File: src/rtl/gr8_ctrl_pkg.sv
// Shared types and constants for the front-panel step/run controller.
package gr8_ctrl_pkg;

  typedef enum logic [1:0] {
    IDLE  = 2'd0,
    PRESS = 2'd1,
    HELD  = 2'd2
  } press_state_t;

  localparam logic MODE_STEP = 1'b0;
  localparam logic MODE_RUN  = 1'b1;

endpackage

File: src/rtl/ce_divider.sv
// Free-running divider for RUN mode; tick strobes on the terminal count.
module ce_divider #(
  parameter int unsigned RUN_DIV = 1024
) (
  input  logic clk,
  input  logic reset,
  input  logic enable,
  input  logic clear,
  output logic tick
);

  localparam int unsigned DW = (RUN_DIV > 1) ? $clog2(RUN_DIV) : 1;
  localparam logic [DW-1:0] LAST = DW'(RUN_DIV - 1);

  logic [DW-1:0] div_cnt;

  assign tick = enable & ~clear & (div_cnt == LAST);

  // Count 0..RUN_DIV-1 while enabled, hold at zero while cleared.
  always_ff @(posedge clk) begin
    if (reset || clear) begin
      div_cnt <= '0;
    end else if (enable) begin
      if (div_cnt == LAST) begin
        div_cnt <= '0;
      end else begin
        div_cnt <= div_cnt + 1'b1;
      end
    end
  end

endmodule

File: src/rtl/step_controller.sv
// CPU clock-enable sequencer: single step on short press, RUN/STEP toggle on
// long press, divided-rate pulses in RUN, halt forces STEP.
module step_controller
  import gr8_ctrl_pkg::*;
#(
  parameter int unsigned RUN_DIV     = 1024,
  parameter int unsigned LONG_CYCLES = 4096
) (
  input  logic clk,
  input  logic reset,
  input  logic btn,
  input  logic halt,
  output logic cpu_ce,
  output logic run_mode,
  output logic busy
);

  localparam int unsigned PW = $clog2(LONG_CYCLES);
  localparam logic [PW-1:0] PRESS_LAST = PW'(LONG_CYCLES - 2);

  press_state_t  state, state_next;
  logic [PW-1:0] press_cnt, press_cnt_next;
  logic          btn_q;
  logic          rise;
  logic          toggle;
  logic          step_req;
  logic          run_tick;
  logic          run_mode_next;
  logic          ce_next;

  assign rise = btn & ~btn_q;

  ce_divider #(
    .RUN_DIV(RUN_DIV)
  ) u_div (
    .clk   (clk),
    .reset (reset),
    .enable(run_mode),
    .clear (~run_mode | halt),
    .tick  (run_tick)
  );

  // Press classification, mode update and combined clock-enable request.
  always_comb begin
    state_next     = state;
    press_cnt_next = press_cnt;
    toggle         = 1'b0;
    step_req       = 1'b0;
    case (state)
      IDLE: begin
        if (rise) begin
          state_next     = PRESS;
          press_cnt_next = '0;
        end
      end
      PRESS: begin
        if (!btn) begin
          state_next = IDLE;
          step_req   = (run_mode == MODE_STEP) & ~halt;
        end else if (press_cnt == PRESS_LAST) begin
          state_next = HELD;
          toggle     = 1'b1;
        end else begin
          press_cnt_next = press_cnt + 1'b1;
        end
      end
      HELD: begin
        if (!btn) begin
          state_next = IDLE;
        end
      end
      default: state_next = IDLE;
    endcase

    // Halt dominates: it both clears RUN and blocks a STEP->RUN toggle.
    if (halt) begin
      run_mode_next = MODE_STEP;
    end else if (toggle) begin
      run_mode_next = ~run_mode;
    end else begin
      run_mode_next = run_mode;
    end

    // A toggle out of RUN on a terminal count swallows that pulse.
    ce_next = (step_req | (run_tick & ~toggle)) & ~halt;
  end

  // State, mode and registered outputs.
  always_ff @(posedge clk) begin
    if (reset) begin
      state     <= IDLE;
      press_cnt <= '0;
      btn_q     <= 1'b0;
      run_mode  <= MODE_STEP;
      cpu_ce    <= 1'b0;
      busy      <= 1'b0;
    end else begin
      state     <= state_next;
      press_cnt <= press_cnt_next;
      btn_q     <= btn;
      run_mode  <= run_mode_next;
      cpu_ce    <= ce_next;
      busy      <= (state_next != IDLE);
    end
  end

endmodule

File: config.mk
export PLATFORM = sky130hd
export DESIGN_NAME = step_controller
export DESIGN_NICKNAME = d
export VERILOG_FILES = /design/src/rtl/gr8_ctrl_pkg.sv /design/src/rtl/ce_divider.sv /design/src/rtl/step_controller.sv
export SDC_FILE = /design/constraint.sdc
export NUM_CORES = 1
export LEC_CHECK = 0
export CORE_MARGIN = 2
export CORE_UTILIZATION = 45
export CTS_BUF_LIST = sky130_fd_sc_hd__clkbuf_8
export CTS_CLUSTER_SIZE = 14
export DETAILED_ROUTE_END_ITERATION = 8
export PLACE_DENSITY = 0.65
export SYNTH_ARGS = -nofsm -noshare
export SYNTH_HDL_FRONTEND = slang
export SYNTH_SLANG_ARGS = --single-unit
File: constraint.sdc
create_clock -name clk -period 1.6 [get_ports clk]
set_input_delay 0.32 -clock clk [delete_from_list [all_inputs] [get_ports clk]]
set_output_delay 0.32 -clock clk [all_outputs]
set_load 0.01 [all_outputs]
## Word level (Yosys, flattened, before mapping)

Cells that the tools add are included.

| word-level totals | value |
|---|---|
| bits in registers | 28 |
| input port bits | 4 |
| output and inout bits | 3 |
| word-level logic and storage cells | 50 |

| cells by class | value |
|---|---|
| add/sub/neg operators | 2 |
| equal/unequal tests | 7 |
| mux-type cells | 15 |
| bitwise gates (word level) | 13 |
| reductions and logical operators | 6 |

Operator list:

| kind | number |
|---|---|
| 2-to-1 mux 12 bit | 3 |
| case mux 12 bit (2 select lines) | 1 |
| adder 12 x 1 -> 12 bit (second input constant) | 1 |
| == test 12 bit (second input constant) | 1 |
| adder 10 x 1 -> 10 bit (second input constant) | 1 |
| == test 10 bit (second input constant) | 1 |
| 2-to-1 mux 10 bit | 1 |
| 2-to-1 mux 2 bit | 4 |
| AND 1 bit | 6 |
| inequality test 2 bit (second input constant) | 3 |
| case mux 2 bit (3 select lines) | 1 |
| 2-to-1 mux 1 bit | 5 |
| inverter 1 bit | 5 |
| AND reduction 4 bit | 1 |
| nonzero test 2 bit | 2 |
| == test 2 x 1 -> 1 bit (second input constant) | 1 |
| == test 2 bit (second input constant) | 1 |
| zero test 2 bit | 1 |
| OR 1 bit | 2 |
| OR reduction 2 bit | 1 |
| logical OR 1 bit | 1 |

## Depth between registers and ports, before layout

Gate-level depths: netlist of run 1.

| depth | value |
|---|---|
| depth after elaboration | 8 |
| mapped depth | 7 |
| gate-level depth less buffers | 6 |

## Modules after synthesis

A second synthesis of run 1 with hierarchy kept.

| second synthesis, totals | value |
|---|---|
| cell total of the unflattened synthesis | 155 |
| area total of the unflattened synthesis | 1360.1 um^2 |

By module, submodules not included:

| module | instances | cells each | area an instance (um^2) | seq. area each (um^2) |
|---|---|---|---|---|
| step_controller | 1 | 104 | 889.6 | 360.3 |
| ce_divider | 1 | 51 | 470.5 | 200.2 |

## Worst setup path after synthesis of run 1

OpenSTA, ideal clock, no wires.

| path | value |
|---|---|
| path type | reg-to-reg |
| from | reg press_cnt[0] |
| to | reg press_cnt[7] |
| library setup time | 70 ps |
| arrival | 1536 ps |
| path slack | -6 ps |
| stages on the path, launching flop included | 7 |
| period minus slack after synthesis | 1606 ps |
| cell sequence | dfxtp_1 inv_1 ha_1 nand3_1 nor3_1 or4_1 a21oi_1 |

| on the way | value |
|---|---|
| cells in the longest elaborated chain, start to end | 4 |

RTL lines:

| what | line | source |
|---|---|---|
| start: declaration | step_controller.sv:22 | `logic [PW-1:0] press_cnt, press_cnt_next;` |
| start signal: assignment | step_controller.sv:99 | `press_cnt <= press_cnt_next;` |
| adder 12 x 1 -> 12 bit | step_controller.sv:64 | `press_cnt_next = press_cnt + 1'b1;` |
| 2-to-1 mux 12 bit | step_controller.sv:60 | `end else if (press_cnt == PRESS_LAST) begin` |
| 2-to-1 mux 12 bit | step_controller.sv:57 | `if (!btn) begin` |
| case mux 12 bit (2 select lines) | step_controller.sv:49 | `case (state)` |

Parallel ways exist; a longest one is shown, timed or not. The select of a mux whose other input is x is not followed.
A chain may end at the register's enable or synchronous reset.

## Worst setup path after layout of run 1

| path | value |
|---|---|
| from | reg press_cnt[0] |
| to | reg press_cnt[5] |

Same word-level chain as after synthesis.

==> results of run 1 <==
[worst min-delay path by stage]
| stage | startpoint | end | slack (ns) | depth (start not counted) |
|---|---|---|---|---|
| after floorplan | reset | press_cnt[1]$_SDFFE_PP0P_ | 0.39 | 1 |
| after global placement | u_div.div_cnt[0]$_SDFFE_PP0P_ | u_div.div_cnt[0]$_SDFFE_PP0P_ | 0.43 | 1 |
| after detailed placement | u_div.div_cnt[0]$_SDFFE_PP0P_ | u_div.div_cnt[0]$_SDFFE_PP0P_ | 0.44 | 1 |
| after CTS | u_div.div_cnt[0]$_SDFFE_PP0P_ | u_div.div_cnt[0]$_SDFFE_PP0P_ | 0.46 | 1 |
| after global routing | u_div.div_cnt[0]$_SDFFE_PP0P_ | u_div.div_cnt[0]$_SDFFE_PP0P_ | 0.49 | 1 |
| final | u_div.div_cnt[0]$_SDFFE_PP0P_ | u_div.div_cnt[0]$_SDFFE_PP0P_ | 0.45 | 1 |
[stage by stage]
stage               setup slack (ns)  hold slack, ns
floorplan                     0.0612           0.389
global placement              -0.262           0.430
detailed placement            -0.298           0.438
CTS                         0.000731           0.460
global route                 -0.0299           0.494
finish                        0.0384           0.455
[metal layers]
layer	track usage (%)	routed length, µm
met3	5.71	99
met4	5.32	23
met1	26.0	1490
met2	27.8	1390
met5	0	0
[layout by cell type (no fill, tap or decap), types with 4 or more instances in the layout]
cell type / n
or4_1: 6
nor3_1: 5
dfxtp_1: 21
dfxtp_2: 4
xnor2_1: 6
a21oi_2: 5
nand3_1: 5
a21oi_1: 5
or3_1: 4
nand2_1: 12
buf_4: 20
nor2_1: 12
clkdlybuf4s50_1: 5
nand4_1: 8
o31ai_1: 6
[layout make-up]
cell class | count | area share, %
Timing Repair Buffer | 26 | 12.0
Inverter | 2 | 0.425
Clock buffer | 3 | 2.34
Sequential cell | 28 | 32.6
Tap cell | 31 | 2.20
Clock inverter | 1 | 1.70
Multi-Input combinational cell | 115 | 48.7
[power by group]
group          leakage, µW  internal (µW)  switching (µW)
Combinational     0.000318           33.8            37.6
Clock            0.0000357            335             231
Sequential        0.000231            700            7.72
Total             0.000584           1070             277
[timing repair]
item | CTS | global route
gates resized for setup | 5 | 27
cloned | 0 | 0
setup endpoints to repair | 7 | 22
pin swaps | 5 | 8
setup buffers | 1 | 2
[sequential cells by signal, summed over array words and instances (netlist names)]
signal	count
press_cnt	12
u_div.div_cnt	10
state	2
btn_q	1
busy	1
cpu_ce	1
run_mode	1
[kinds of logic after synthesis]
| group | after synthesis |
|---|---|
| fa+ha+maj | 3 |
| simple gates | 77 |
| xor+xnor | 8 |
| flops | 28 |
| compound gates | 27 |
| buf+inv | 4 |
==> flow_metrics.tcl, run 1 <==
set metrics [dict create \
    avgSynthCellArea_um2 9.05 \
    worst_ir_drop_vdd_uv 938 \
    synth_top_family_by_area "simple AND/OR/NAND/NOR gates" \
    reg2reg_from "press_cnt[0]$_SDFFE_PP0P_" \
    dp_hpwl_um 2010 \
    async_reset_ff_share_pct 0 \
    clkSinkCount 28 \
    antenna_cells 0 \
    grt_max_degree 17 \
    row_count 19 \
    crit_path_cell_trace "inv_2 > ha_4 > nand3_4 > nor4_4 > buf_4 > or4_4 > nand2_1" \
    critPathLaunchType "flop" \
    synth.most_common_cell "dfxtp_1" \
    ant_nets 0 \
    grt_pass1_vias 1128 \
    fillerInstances 236 \
    root_buffer "clkbuf_8" \
    yosysTopAreaCellShare_pct 42.1 \
    yosys-top-cells-area "dfxtp_1 (42%), or4_1 (5.1%), xnor2_1 (4.0%)" \
    endpoint_kind "flop" \
    synth_xor_area_share_pct 5.27 \
    critical-path-top-delay-family "simple AND/OR/NAND/NOR gates" \
    htreeDepth 1 \
    max-clock-path-buffers 2 \
    start_util_pct 47.8 \
    path_buf_inv 2 \
    cts_buffers 3 \
    criticalPathCategory "flop to flop" \
    synth_top_area_cell "dfxtp_1" \
    vias 1232 \
    setup_viol 0 \
    cts_hold_buffers 0 \
    min_period_over_period_pct 97.6 \
    stdcell_area_um2 1770 \
    grt_pass1_wl_um 4980 \
    pin_count 7 \
    nets 183 \
    syn-cell-area_um2 1330 \
    critPathSlowestCell "or4_4" \
    final_cells 206 \
    synthAdderAreaFrac_pct 2.82 \
    cp_data_arrival_time_ns 1.79 \
    overflow 0 \
    die_h_um 58.4 \
    cts_tree "built" \
    fin_crit_ns 1.56 \
    synth_cells 147 \
    synthSimpleGateAreaFrac_pct 35.3 \
    synth-edff-count 0 \
    reg2reg_depth 7 \
    tns_ns 0 \
    drtPass1Iterations 4 \
    slowest_delay_ns 0.50 \
    cp_max_fo 8 \
    core_area_um2 2780 \
    synth_flop_cell "dfxtp_1" \
    p_leak_uw 0.000584 \
    powerDensity_nw_per_um2 762 \
    post-place-cells 200 \
    ys.warnings.count 0 \
    antenna_found_initial 0 \
    register_area_um2 577 \
    hold_viol 0 \
    drt_iter0_markers 61 \
    drc 0 \
    synth_compound_area_share_pct 13.0 \
    grt_use_total_pct 18.6 \
    report.final.slew_viol_count 0 \
    synth_commonest_cells "dfxtp_1 (28), nand2_1 (12), nor2_1 (12)" \
    hold_class "flop to flop" \
    die_x_um 58.4 \
    crit_start "press_cnt[0]$_SDFFE_PP0P_" \
    synth.distinct_cells 39 \
    rsz0062_at_grt "yes" \
    total_power_uw 1350 \
    cap_viol_max_count 0 \
    synth_mux_area_share_pct 0 \
    wire_per_inst_um 14.6 \
    routed_wl_um 3010 \
    max_freq_mhz 640 \
    r2r_end "press_cnt[5]$_SDFFE_PP0P_" \
    final_util_pct 63.5 \
    ys_ff_latch 28 \
    syn-num-nets 154 \
    die_area_um2 3410 \
    crit_end "press_cnt[5]$_SDFFE_PP0P_" \
    io_buffers 6 \
    area_growth_pct 32.8 \
    slew_headroom_pct 78.1 \
    ys_seq_area_share_pct 42.1 \
    worst_pin_slew_ns 0.324 \
    multiInputGateArea_um2 860 \
    via_per_inst 5.98 \
    gp_congestion 0.766 \
    status "complete, no violations" \
    clkLatencyLatePin_ns 0.28 \
    drive_gt1_share_pct 32.0 \
    path_clk_slew_ns 0.10 \
    cp.required_ns 1.83 \
    reg2reg_setup_slack_ns 0.04 \
    cp.depth 7 \
    clock_skew_ns 0.00355 \
    placed_cell_area_um2 1560 \
]
Note: power is estimated with default switching activity, not from simulation.
==> run 2: changes to the inputs <==
--- a/config.mk
+++ b/config.mk
@@ -11,6 +11,7 @@
 export CTS_CLUSTER_SIZE = 14
 export DETAILED_ROUTE_END_ITERATION = 8
 export PLACE_DENSITY = 0.65
+export RECOVER_POWER = 100
 export SYNTH_ARGS = -nofsm -noshare
 export SYNTH_HDL_FRONTEND = slang
 export SYNTH_SLANG_ARGS = --single-unit
==> constraint.sdc (replaced) <==
create_clock -name clk -period 1.4 [get_ports clk]
set_input_delay 0.28 -clock clk [delete_from_list [all_inputs] [get_ports clk]]
set_output_delay 0.28 -clock clk [all_outputs]
set_load 0.01 [all_outputs]
==> flow_metrics.tcl, run 2 (synthesized netlist as in run 1, its figures left out) <==
set metrics [dict create \
    clkLatencyLatePin_ns 0.28 \
    status "finished with violations" \
    core_area_um2 2780 \
    drtPass1Iterations 4 \
    cts_tree "built" \
    drc 0 \
    cp_max_fo 5 \
    clkPwrFrac_pct 41.4 \
    placed_cell_area_um2 1790 \
    p_leak_uw 0.000813 \
    clkSinkCount 28 \
    post-place-cells 223 \
    start_util_pct 47.8 \
    worst_pin_slew_ns 0.356 \
    drt_iter0_markers 86 \
    die_h_um 58.4 \
    power.share.combinational_pct 6.8 \
    gp_congestion 0.826 \
    antenna_cells 0 \
    report.final.slew_viol_count 0 \
    hold_class "flop to flop" \
    cp_data_arrival_time_ns 1.79 \
    root_buffer "clkbuf_8" \
    htreeDepth 1 \
    max-clock-path-buffers 2 \
    largest_register_ffs 12 \
    area_growth_pct 60.7 \
    hold_viol 0 \
    cell_internal_pwr_uw 1230 \
    die_x_um 58.4 \
    worst_ir_drop_vdd_uv 853 \
    min_period_over_period_pct 113 \
    cts_hold_buffers 0 \
    grt_pass1_vias 1376 \
    path_clk_slew_ns 0.10 \
    pwr-share-seq_pct 51.7 \
    cts_buffers 3 \
    pin_count 7 \
    ant_nets 0 \
    dp_hpwl_um 2460 \
    cap_viol_max_count 0 \
    powerDensity_nw_per_um2 735 \
    violations "negative setup slack" \
    switchingPower_uw 336 \
    antenna_found_initial 0 \
    slew_headroom_pct 76.1 \
    max_freq_mhz 634 \
    final_cells 241 \
    grt_max_degree 17 \
    grt_use_total_pct 24.4 \
    via_per_inst 5.85 \
    overflow 0 \
    setup_viol 19 \
    layout_common_cells "buf_4 (48), dfxtp_1 (15), nand2_1 (11), nor2_1 (11), dfxtp_2 (10)" \
    row_count 19 \
    clock_skew_ns 0.00651 \
    layout_commonest_cell "buf_4" \
    io_buffers 6 \
    endpoint_kind "flop" \
    cp.required_ns 1.61 \
    rsz0062_at_grt "yes" \
    fin_crit_ns 1.58 \
    layout_setup_ws_ns -0.178 \
    sw_frac_of_total_pct 21.4 \
    drive_gt1_share_pct 51.9 \
    total_power_uw 1570 \
    top_register "press_cnt" \
    routed_wl_um 3960 \
    stdcell_area_um2 2140 \
    critPathLaunchType "flop" \
    nets 218 \
    largest_registers "press_cnt (12), u_div.div_cnt (10), state (2)" \
    die_area_um2 3410 \
    vias 1409 \
    criticalPathCategory "flop to flop" \
    wire_per_inst_um 16.4 \
    grt_pass1_wl_um 6310 \
]
## run 2: final timing paths
path | slack [ns] | endpoint | from | cells past startpoint
worst max-delay path | -0.18 | press_cnt[1]$_SDFFE_PP0P_ | press_cnt[0]$_SDFFE_PP0P_ | 7
worst min register to register | 0.51 | u_div.div_cnt[0]$_SDFFE_PP0P_ | u_div.div_cnt[0]$_SDFFE_PP0P_ | 2
worst max register to register | -0.18 | press_cnt[1]$_SDFFE_PP0P_ | press_cnt[0]$_SDFFE_PP0P_ | 7
worst min-delay path | 0.51 | u_div.div_cnt[0]$_SDFFE_PP0P_ | u_div.div_cnt[0]$_SDFFE_PP0P_ | 2
## run 2: cell type report
type | instances | area [µm²]
well taps | 31 | 38.8
inverters | 2 | 10.0
clock inverters | 1 | 30.0
fillers | 198 | 644
repair buffers | 60 | 469
clock buffers | 3 | 41.3
flip-flops and latches | 28 | 584
multi-input cells | 116 | 963
## run 2: worst max-delay path, cell delays in order (launching register included)
cell,delay (ns)
dfxtp_4,0.40
inv_4,0.04
ha_4,0.15
nand3_4,0.07
nor4_4,0.06
buf_4,0.17
or4_1,0.49
a21oi_1,0.13
## run 2: power groups by stage
stage          clock [µW]  combinational (µW)  sequential, µW
6_report              651                 107             812
5_1_grt               695                 115             813
4_1_cts               661                87.5             812
3_5_place_dp            0                82.7             831
3_3_place_gp            0                78.8             830
2_1_floorplan           0                36.5             830
## run 2: repair_timing
| action | CTS | global route |
|---|---|---|
| buffers inserted | 4 | 8 |
| resized for setup | 14 | 39 |
| cloned | 2 | 0 |
| pin swaps | 6 | 17 |
| hold endpoints to repair | 0 | 0 |
| setup endpoints to repair | 24 | 25 |
## run 2: per-layer routing
metal | up-vias | GRT usage (%) | part of all wire (%)
met4 | 0 | 13.6 | 3.0
li1 | 685 | - | -
met3 | 12 | 3.30 | 2.7
met2 | 36 | 40.1 | 51
met1 | 676 | 30.7 | 43
met5 | - | 0 | 0
## run 2: through the flow
stage	hold slack [ns]	util, %	TNS [ns]	worst slack, ns
after CTS	0.533	70.0	-1.60	-0.161
after floorplan	0.339	-	-0.101	-0.0533
after global placement	0.500	64.2	-5.37	-0.421
after global routing	0.528	76.8	-3.54	-0.218
final	0.506	76.8	-1.93	-0.178
after detailed placement	0.516	64.2	-6.88	-0.503
